==> config.mk <==
export PLATFORM = sky130hd
export DESIGN_NAME = sms_power_seq_flat
export DESIGN_NICKNAME = d
export VERILOG_FILES = /design/src/rtl/sms_power_seq_if.sv /design/src/rtl/sms_power_seq.sv /design/src/flat_wrapper.sv
export SDC_FILE = /design/constraint.sdc
export NUM_CORES = 1
export LEC_CHECK = 0
export CAP_MARGIN = 20
export CORE_ASPECT_RATIO = 0.8
export CORE_MARGIN = 3
export CORE_UTILIZATION = 25
export CTS_CLUSTER_SIZE = 8
export DETAILED_ROUTE_END_ITERATION = 12
export GPL_ROUTABILITY_DRIVEN = 1
export PLACE_DENSITY = 0.51
export SLEW_MARGIN = 20
export SYNTH_ARGS = -nofsm -noshare
export SYNTH_HDL_FRONTEND = slang
export SYNTH_SLANG_ARGS = --single-unit
==> constraint.sdc <==
create_clock -name clk -period 3.25 [get_ports clk]
set_input_delay 0.975 -clock clk [delete_from_list [all_inputs] [get_ports clk]]
set_output_delay 0.975 -clock clk [all_outputs]
set_load 0.01 [all_outputs]
==> src/rtl/sms_power_seq_if.sv <==
// rtl/sms_power_seq_if.sv - console keys, interlock, card resets and lamps of the power sequencer
//
// Purpose: groups the sequencer's console/card-side signals into one bundle.
// Ports (signals):
//   power_on_key, power_off_key  console keys, synchronous levels
//   thermal_ok                   thermal interlock, 1 = OK
//   stage_rst_n[N_STAGES]        per-group card reset, 0 = held in reset
//   ready                        all stages released
//   ind_power, ind_fault         indicator lamps
//   state[3]                     encoded sequencer state
// Modports: master = console/card side, slave = sequencer.

interface sms_power_seq_if #(
    parameter int N_STAGES = 4
);
    logic                power_on_key;
    logic                power_off_key;
    logic                thermal_ok;
    logic [N_STAGES-1:0] stage_rst_n;
    logic                ready;
    logic                ind_power;
    logic                ind_fault;
    logic [2:0]          state;

    modport master (
        output power_on_key,
        output power_off_key,
        output thermal_ok,
        input  stage_rst_n,
        input  ready,
        input  ind_power,
        input  ind_fault,
        input  state
    );

    modport slave (
        input  power_on_key,
        input  power_off_key,
        input  thermal_ok,
        output stage_rst_n,
        output ready,
        output ind_power,
        output ind_fault,
        output state
    );
endinterface

==> src/rtl/sms_power_seq.sv <==
// rtl/sms_power_seq.sv - card-group power-on/off reset sequencer with thermal interlock
//
// Purpose: releases the card-group resets one by one after POWER ON, re-asserts
// them in reverse order after POWER OFF, and drops every group into reset at once
// when the thermal interlock opens.
// Ports:
//   clk   system clock, rising edge
//   rst   asynchronous active-high reset
//   bus   sms_power_seq_if.slave: keys, interlock, stage resets, ready, lamps, state

module sms_power_seq #(
    parameter int N_STAGES    = 4,
    parameter int HOLD_CYCLES = 1000
) (
    input  logic           clk,
    input  logic           rst,
    sms_power_seq_if.slave bus
);

    localparam int CW = $clog2(HOLD_CYCLES + 1);
    localparam int SW = $clog2(N_STAGES + 1);

    typedef enum logic [2:0] {
        ST_OFF      = 3'd0,
        ST_RAMP     = 3'd1,
        ST_READY    = 3'd2,
        ST_SHUTDOWN = 3'd3,
        ST_FAULT    = 3'd4
    } state_t;

    state_t              state_q, state_n;
    logic [CW-1:0]       cnt_q, cnt_n;
    logic [SW-1:0]       rel_q, rel_n;      // number of stages currently released
    logic [N_STAGES-1:0] stage_q, stage_n;
    logic                ready_q, ready_n;
    logic                pwr_q, pwr_n;
    logic                flt_q, flt_n;

    logic                on_prev, off_prev;
    logic                on_armed, off_armed;
    logic                on_edge, off_edge;
    logic                expiry;
    logic                active;

    // Key edge detection. The armed flags stay clear after reset until the key
    // has been seen low, so a key held through reset produces no edge. Edges are
    // registered, giving the FSM one cycle of latency from the sampled press.
    always_ff @(posedge clk or posedge rst) begin
        if (rst) begin
            on_prev   <= 1'b0;
            off_prev  <= 1'b0;
            on_armed  <= 1'b0;
            off_armed <= 1'b0;
            on_edge   <= 1'b0;
            off_edge  <= 1'b0;
        end else begin
            on_prev   <= bus.power_on_key;
            off_prev  <= bus.power_off_key;
            on_armed  <= on_armed | ~bus.power_on_key;
            off_armed <= off_armed | ~bus.power_off_key;
            on_edge   <= bus.power_on_key & ~on_prev & on_armed;
            off_edge  <= bus.power_off_key & ~off_prev & off_armed;
        end
    end

    always_ff @(posedge clk or posedge rst) begin
        if (rst) begin
            state_q <= ST_OFF;
            cnt_q   <= '0;
            rel_q   <= '0;
            stage_q <= '0;
            ready_q <= 1'b0;
            pwr_q   <= 1'b0;
            flt_q   <= 1'b0;
        end else begin
            state_q <= state_n;
            cnt_q   <= cnt_n;
            rel_q   <= rel_n;
            stage_q <= stage_n;
            ready_q <= ready_n;
            pwr_q   <= pwr_n;
            flt_q   <= flt_n;
        end
    end

    assign expiry = (cnt_q == CW'(HOLD_CYCLES - 1));
    assign active = (state_q == ST_RAMP) || (state_q == ST_READY) || (state_q == ST_SHUTDOWN);

    always_comb begin
        state_n = state_q;
        cnt_n   = cnt_q;
        rel_n   = rel_q;

        if (active && !bus.thermal_ok) begin
            // Interlock wins over everything: all groups back into reset together.
            state_n = ST_FAULT;
            cnt_n   = '0;
            rel_n   = '0;
        end else if (off_edge && (state_q == ST_RAMP || state_q == ST_READY)) begin
            state_n = ST_SHUTDOWN;
            cnt_n   = '0;
        end else begin
            unique case (state_q)
                ST_OFF: begin
                    if (on_edge && bus.thermal_ok) begin
                        state_n = ST_RAMP;
                        cnt_n   = '0;
                    end
                end
                ST_RAMP: begin
                    if (expiry) begin
                        cnt_n = '0;
                        rel_n = rel_q + SW'(1);
                        if (rel_q == SW'(N_STAGES - 1)) begin
                            state_n = ST_READY;
                        end
                    end else begin
                        cnt_n = cnt_q + CW'(1);
                    end
                end
                ST_READY: begin
                    cnt_n = '0;
                end
                ST_SHUTDOWN: begin
                    if (rel_q == '0) begin
                        // Entered before any release: nothing to sequence down.
                        state_n = ST_OFF;
                        cnt_n   = '0;
                    end else if (expiry) begin
                        cnt_n = '0;
                        rel_n = rel_q - SW'(1);
                        if (rel_q == SW'(1)) begin
                            state_n = ST_OFF;
                        end
                    end else begin
                        cnt_n = cnt_q + CW'(1);
                    end
                end
                ST_FAULT: begin
                    if (off_edge && bus.thermal_ok) begin
                        state_n = ST_OFF;
                        cnt_n   = '0;
                    end
                end
                default: begin
                    state_n = ST_OFF;
                    cnt_n   = '0;
                    rel_n   = '0;
                end
            endcase
        end

        // Registered outputs are computed from the next state so they change on
        // the same edge as the state they describe.
        stage_n = '0;
        for (int i = 0; i < N_STAGES; i++) begin
            stage_n[i] = (SW'(i) < rel_n);
        end
        ready_n = (state_n == ST_READY);
        pwr_n   = (state_n == ST_RAMP) || (state_n == ST_READY) || (state_n == ST_SHUTDOWN);
        flt_n   = (state_n == ST_FAULT);
    end

    assign bus.stage_rst_n = stage_q;
    assign bus.ready       = ready_q;
    assign bus.ind_power   = pwr_q;
    assign bus.ind_fault   = flt_q;
    assign bus.state       = state_q;

endmodule

==> src/flat_wrapper.sv <==
// flat-port wrapper written by rule: the top's interface ports become plain ports
module sms_power_seq_flat 
#(
    parameter int N_STAGES    = 4,
    parameter int HOLD_CYCLES = 1000
)
  (clk, rst, bus_power_on_key, bus_power_off_key, bus_thermal_ok, bus_stage_rst_n, bus_ready, bus_ind_power, bus_ind_fault, bus_state);
  sms_power_seq_if #(.N_STAGES(N_STAGES)) bus_i ();
  input  logic clk;
  input  logic rst;
  input wire logic [$bits(bus_i.power_on_key)-1:0] bus_power_on_key;
  input wire logic [$bits(bus_i.power_off_key)-1:0] bus_power_off_key;
  input wire logic [$bits(bus_i.thermal_ok)-1:0] bus_thermal_ok;
  output wire logic [$bits(bus_i.stage_rst_n)-1:0] bus_stage_rst_n;
  output wire logic [$bits(bus_i.ready)-1:0] bus_ready;
  output wire logic [$bits(bus_i.ind_power)-1:0] bus_ind_power;
  output wire logic [$bits(bus_i.ind_fault)-1:0] bus_ind_fault;
  output wire logic [$bits(bus_i.state)-1:0] bus_state;
  assign bus_i.power_on_key = bus_power_on_key;
  assign bus_i.power_off_key = bus_power_off_key;
  assign bus_i.thermal_ok = bus_thermal_ok;
  assign bus_stage_rst_n = bus_i.stage_rst_n;
  assign bus_ready = bus_i.ready;
  assign bus_ind_power = bus_i.ind_power;
  assign bus_ind_fault = bus_i.ind_fault;
  assign bus_state = bus_i.state;
  sms_power_seq #(.N_STAGES(N_STAGES), .HOLD_CYCLES(HOLD_CYCLES)) u_core (.clk(clk), .rst(rst), .bus(bus_i));
endmodule
[Yosys cells after proc, flatten, opt, wreduce, memory -nomap -nowiden]
Index checks and enable logic that the tools add are counted.
Operators by class
  add/subtract/negate cells: 3
  $mul: 0
  divide/modulo/power cells: 0
  magnitude comparators: 4
  equality and inequality tests: 13
  shift operators: 0
  mux-type cells: 23
  bitwise logic cells: 10
  reductions and logical operators: 13
Operator list (number)
  $mux W10: 6
  $mux W3: 14
  $pmux W10 S4: 1
  $eq A3 B2 Y1 const B: 5
  $pmux W3 S5: 1
  $add A10 B1 Y10 const B: 1
  $eq A10 B10 Y1 const B: 1
  $eq A3 B1 Y1 const B: 3
  $pmux W3 S3: 1
  $ne A4 B1 Y1 const B: 2
  $eq A3 B3 Y1 const B: 2
  $logic_not A3 Y1: 2
  $lt A1 B3 Y1 const A: 2
  $lt A2 B3 Y1 const A: 2
  $and A1 B1 Y1: 4
  $logic_and A1 B1 Y1: 4
  $logic_or A1 B1 Y1: 4
  $not A1 Y1: 4
  $add A3 B1 Y3 const B: 1
  $reduce_or A3 Y1: 1
  $sub A3 B1 Y3 const B: 1
  $or A1 B1 Y1: 2
  $reduce_and A2 Y1: 1
  $logic_not A1 Y1: 1
Word-level totals
  flip-flop bits (word level): 29
  latch bits: 0
  memory bits (writable): 0
  ROM bits: 0
  bits of input ports: 5
  output and inout port bits: 10
  logic and storage cells: 79
  memories: 0

[Longest topological paths before layout]
  depth after elaboration: 10
  gate-level depth with buffers: 7
  depth with buffers taken out: 7

[Worst setup path before layout]
OpenSTA, ideal clock, no wires.
  path type: input to register
  start point: input port bus_thermal_ok
  end point: register u_core.cnt_q[3]
  library setup time: 0.064 ns
  arrival: 2.201 ns
  data required time: 3.186 ns
  setup slack: 0.985 ns
  stages on the path: 6
  buffers on the path: 1
  cells stage by stage: clkbuf_1 > and3b_1 > nand3_1 > or2b_1 > nor3_1 > a21o_1
Between the ends
  cells in the longest elaborated chain, start to end: 4
  elaborated cells on any way between the ends: 8
  classes of those cells: eq/ne: 2; mux: 1; reduce/logical: 5
Ends and longest elaborated chain
  from (decl): line flat_wrapper.sv:13  | input wire logic [$bits(bus_i.thermal_ok)-1:0] bus_thermal_ok;
  $logic_not A1 Y1: line sms_power_seq.sv:94  | if (active && !bus.thermal_ok) begin
  $logic_and A1 B1 Y1: line sms_power_seq.sv:94
  $ne A4 B1 Y1 (no line)
  $reduce_and A2 Y1 (no line)
  to (signal assigned): line sms_power_seq.sv:77  | cnt_q <= cnt_n;
  to (decl): line sms_power_seq.sv:32  | logic [CW-1:0] cnt_q, cnt_n;
Several ways; a longest one is shown, not always the timed one.
A chain may end at the register's enable or synchronous reset.

[Worst setup path in the final report]
  start point: register u_core.state_q[0] (netlist: u_core.bus.state[0])
  end point: output port bus_state[0]
RTL lines
  from (decl): line sms_power_seq.sv:31  | state_t state_q, state_n;
  from (signal assigned): line sms_power_seq.sv:76  | state_q <= state_n;
  to (decl): line flat_wrapper.sv:18  | output wire logic [$bits(bus_i.state)-1:0] bus_state;
No word-level cell between the ends.

==> results by group <==
Outcome
  • Status: completed

Floorplanning
  • Core area: 5940 µm²
  • Die width: around 94 µm
  • Starting density of the core: 0.261
  • I/O pin cnt: 15
  • Die H: 76.5 µm
  • Die ar.: just over 7000 µm²
  • Core Rows: 25

Routing
  • Routed Antenna Nets: 0
  • Drt via density: approximately 4.8
  • DR WL/cell: approximately 13 µm
  • Drt drc: 0
  • Vias: 1253
  • Total length of routed wires: 3.47 mm
  • Iter 0 DRT Violations: 160
  • DRT Pass-1 Iters: 4

Synthesis
  • Async SR Flop Fraction: 1.00
  • Register area share after synthesis: 0.452
  • Register bit total from synthesis: 28
  • Synth cell count leaders: dfrtp_1 (28), nand2_1 (17), o21ai_0 (14), nor2_1 (13), nand2b_1 (7)
  • Post-Syn Nets: roughly 180
  • Avg Inst Size Synth: roughly 9.4 µm²
  • Yosys top cell by area: dfrtp_1
  • Unique masters post-synth: 45
  • Ys flop type: dfrtp_1
  • Syn Inst Count: 165
  • Synth top area share: 0.452
  • Post-synth EDFFs: 0
  • Largest cells by area after synthesis: dfrtp_1 (45%), ha_1 (4.8%), o21ai_0 (4.5%)
  • Yosys warns: 0
  • Netlist Area Pre-Place: 1550 µm²
  • Count leader, synth: dfrtp_1

STA
  • Final setup TNS: 0 ns
  • Max_slew headroom: 0.654
  • Slew Viols, Final: 0
  • Fin Hold WS: ~0.40 ns
  • Max Clk Rate: ~400 MHz
  • RSZ-0062 raised after global routing: false
  • Final worst-path cycle share: 0.779
  • Setup violators final: 0
  • Worst Clk Skew: approximately 0.0033 ns
  • Actual slew at the worst max-slew pin: a little over 0.5 ns
  • Final hold violations: 0
  • Tmin final: between 2 and 3 ns

Final layout
  • Register Area: 701 µm²
  • Layout filler cell count: between 600 and 700
  • Share of layout cells above drive strength 1: 0.0944
  • Nets: approximately 190
  • Syn-to-layout area delta: 19.0%
  • Area of the multi-input gates: 790 µm²
  • Antenna Cells: 0

Setup path
  • R2r endpoint: u_core.bus.stage_rst_n[0]
  • Critical path depth in cells: 1
  • Critical path type: reg -> out
  • Worst R2R Path Depth: 6
  • Critical Path Sink: bus_state[0]
  • Startpoint types: register
  • CP arrival: 1.56 ns
  • Reg-to-reg setup timing slack: 1.18 ns
  • Critical Path RT: between 2 and 2.5 ns
  • CP Cell Sequence: clkdlybuf4s50_1
  • Worst Setup SP: u_core.bus.state[0]
  • CP peak stage delay: roughly 0.64 ns
  • Worst-path fanout max: 14
  • CP top delay family: flip-flops
  • RR Startpoint: u_core.cnt_q[0]
  • Slowest CP cell: dfrtp_1
  • Worst setup EP type: primary output
  • WP buf/inv: 1

Clock network
  • H-tree depth: 1
  • Post-CTS Resized: 0
  • Worst skew pair latency: between 0.2 and 0.3 ns
  • Post-CTS Hold Buffers: 0
  • Root Driver: clkbuf_8
  • Number of clock sinks: 28
  • Setup Fix Bufs, Post-CTS: 0
  • CTS Buffer Depth: 2
  • Reg clk slew, reported paths: around 0.090 ns
  • Total CTS buffers: 3
  • CTS tree: built

GRT
  • Largest net degree at the start of global routing: 29
  • Total grt overflow: 0
  • Initial antenna violation count: 0
  • Total global-route track usage: 0.101
  • Global-route wire length before repair: 5.83 mm
  • Vias in the first global route: 1211

Job
  • Max-cap violations: 0

Power and ir drop
  • VDD IR max: between 0.0003 and 0.0004 V
  • PD cells: between 500 and 600 nW/µm²
  • Pleak: around 0.0008 µW
  • Overall power: about 900 µW

Placed design
  • DP Wirelength: between 2 and 3 mm
  • Global placement routability congestion: between 0.7 and 0.8
  • Port Buffer Count: 14

Hold path
  • Worst Hold Class: reg -> reg
==> per-layer routing <==
metal / track usage / share of wire
met1: 0.160 / 0.58
met2: 0.129 / 0.37
met3: 0.0247 / 0.038
met4: 0.0332 / 0.017
met5: 0 / 0
==> how the worst min path moves through the flow <==
stage | from | to | slack (ns) | depth (start not counted)
6_report | u_core.off_prev | u_core.off_edge | 0.40 | 1
5_1_grt | u_core.off_prev | u_core.off_edge | 0.43 | 1
4_1_cts | u_core.off_prev | u_core.off_edge | 0.40 | 1
3_5_place_dp | u_core.off_prev | u_core.off_edge | 0.39 | 1
3_3_place_gp | u_core.off_prev | u_core.off_edge | 0.38 | 1
2_1_floorplan | u_core.off_prev | u_core.off_edge | 0.38 | 1
==> area by class of cell <==
type	count	share of cell area
timing repair buffer	19	0.0962
inverter	6	0.0122
sequential	28	0.379
multi-input combinational	123	0.428
clock buffer	4	0.0298
tap	81	0.0549
==> power by group <==
| part | switching, µW | total [µW] | internal, µW | leakage, µW |
|---|---|---|---|---|
| Clock | 110 | 219 | 109 | 0.0000288 |
| Sequential | 38.7 | 416 | 377 | 0.000369 |
| Combinational | 158 | 290 | 132 | 0.000399 |
| Total | 306 | 925 | 618 | 0.000797 |
==> logic make-up after synthesis <==
kind of cell               after synthesis  synth area share
AOI/OAI and AO/OA                       44             0.194
xor gates and xnor gates                 2            0.0113
adders and majority gates                6            0.0484
buffers and inverters                   14            0.0395
DFF                                     28             0.452
muxes                                    1           0.00726
and+or+nand+nor                         70             0.248
==> registers in the layout (all words and copies together), names as in the netlist <==
register / flops
u_core.bus.ind_power: 1
u_core.bus.state: 3
u_core.bus.stage_rst_n: 3
u_core.off_armed: 1
u_core.off_edge: 1
u_core.on_prev: 1
u_core.on_armed: 1
u_core.rel_q: 3
u_core.bus.ready: 1
u_core.bus.ind_fault: 1
u_core.off_prev: 1
u_core.cnt_q: 10
u_core.on_edge: 1
==> cells in the final DEF, fill, tap and decap left out, types with 2 or more instances in the layout <==
master and instances:
xnor2_1 2, nand2_1 17, nor3_1 6, nor3b_1 2, inv_1 6, a21o_1 4, a21oi_1 6, nor2_1 13
nand3b_1 3, clkdlybuf4s50_1 14, nand3_1 6, o21a_1 2, o32a_1 2, a22o_1 2, a311oi_1 2, clkbuf_8 4
buf_4 5, o21ai_0 14, ha_1 6, dfrtp_1 28, nand2b_1 7, o31ai_1 5, and3_1 2
==> through the flow <==
step | util | cell area (µm²) | worst slack [ns] | cells
2_1_floorplan | - | 1550 | 0.985 | 165
3_3_place_gp | 0.301 | 1790 | 0.568 | 257
3_5_place_dp | 0.301 | 1790 | 0.521 | 257
4_1_cts | 0.311 | 1850 | 0.726 | 261
5_1_grt | 0.311 | 1850 | 0.653 | 261
6_report | 0.311 | 1850 | 0.719 | 261
Power figures use the tool's default switching activity.
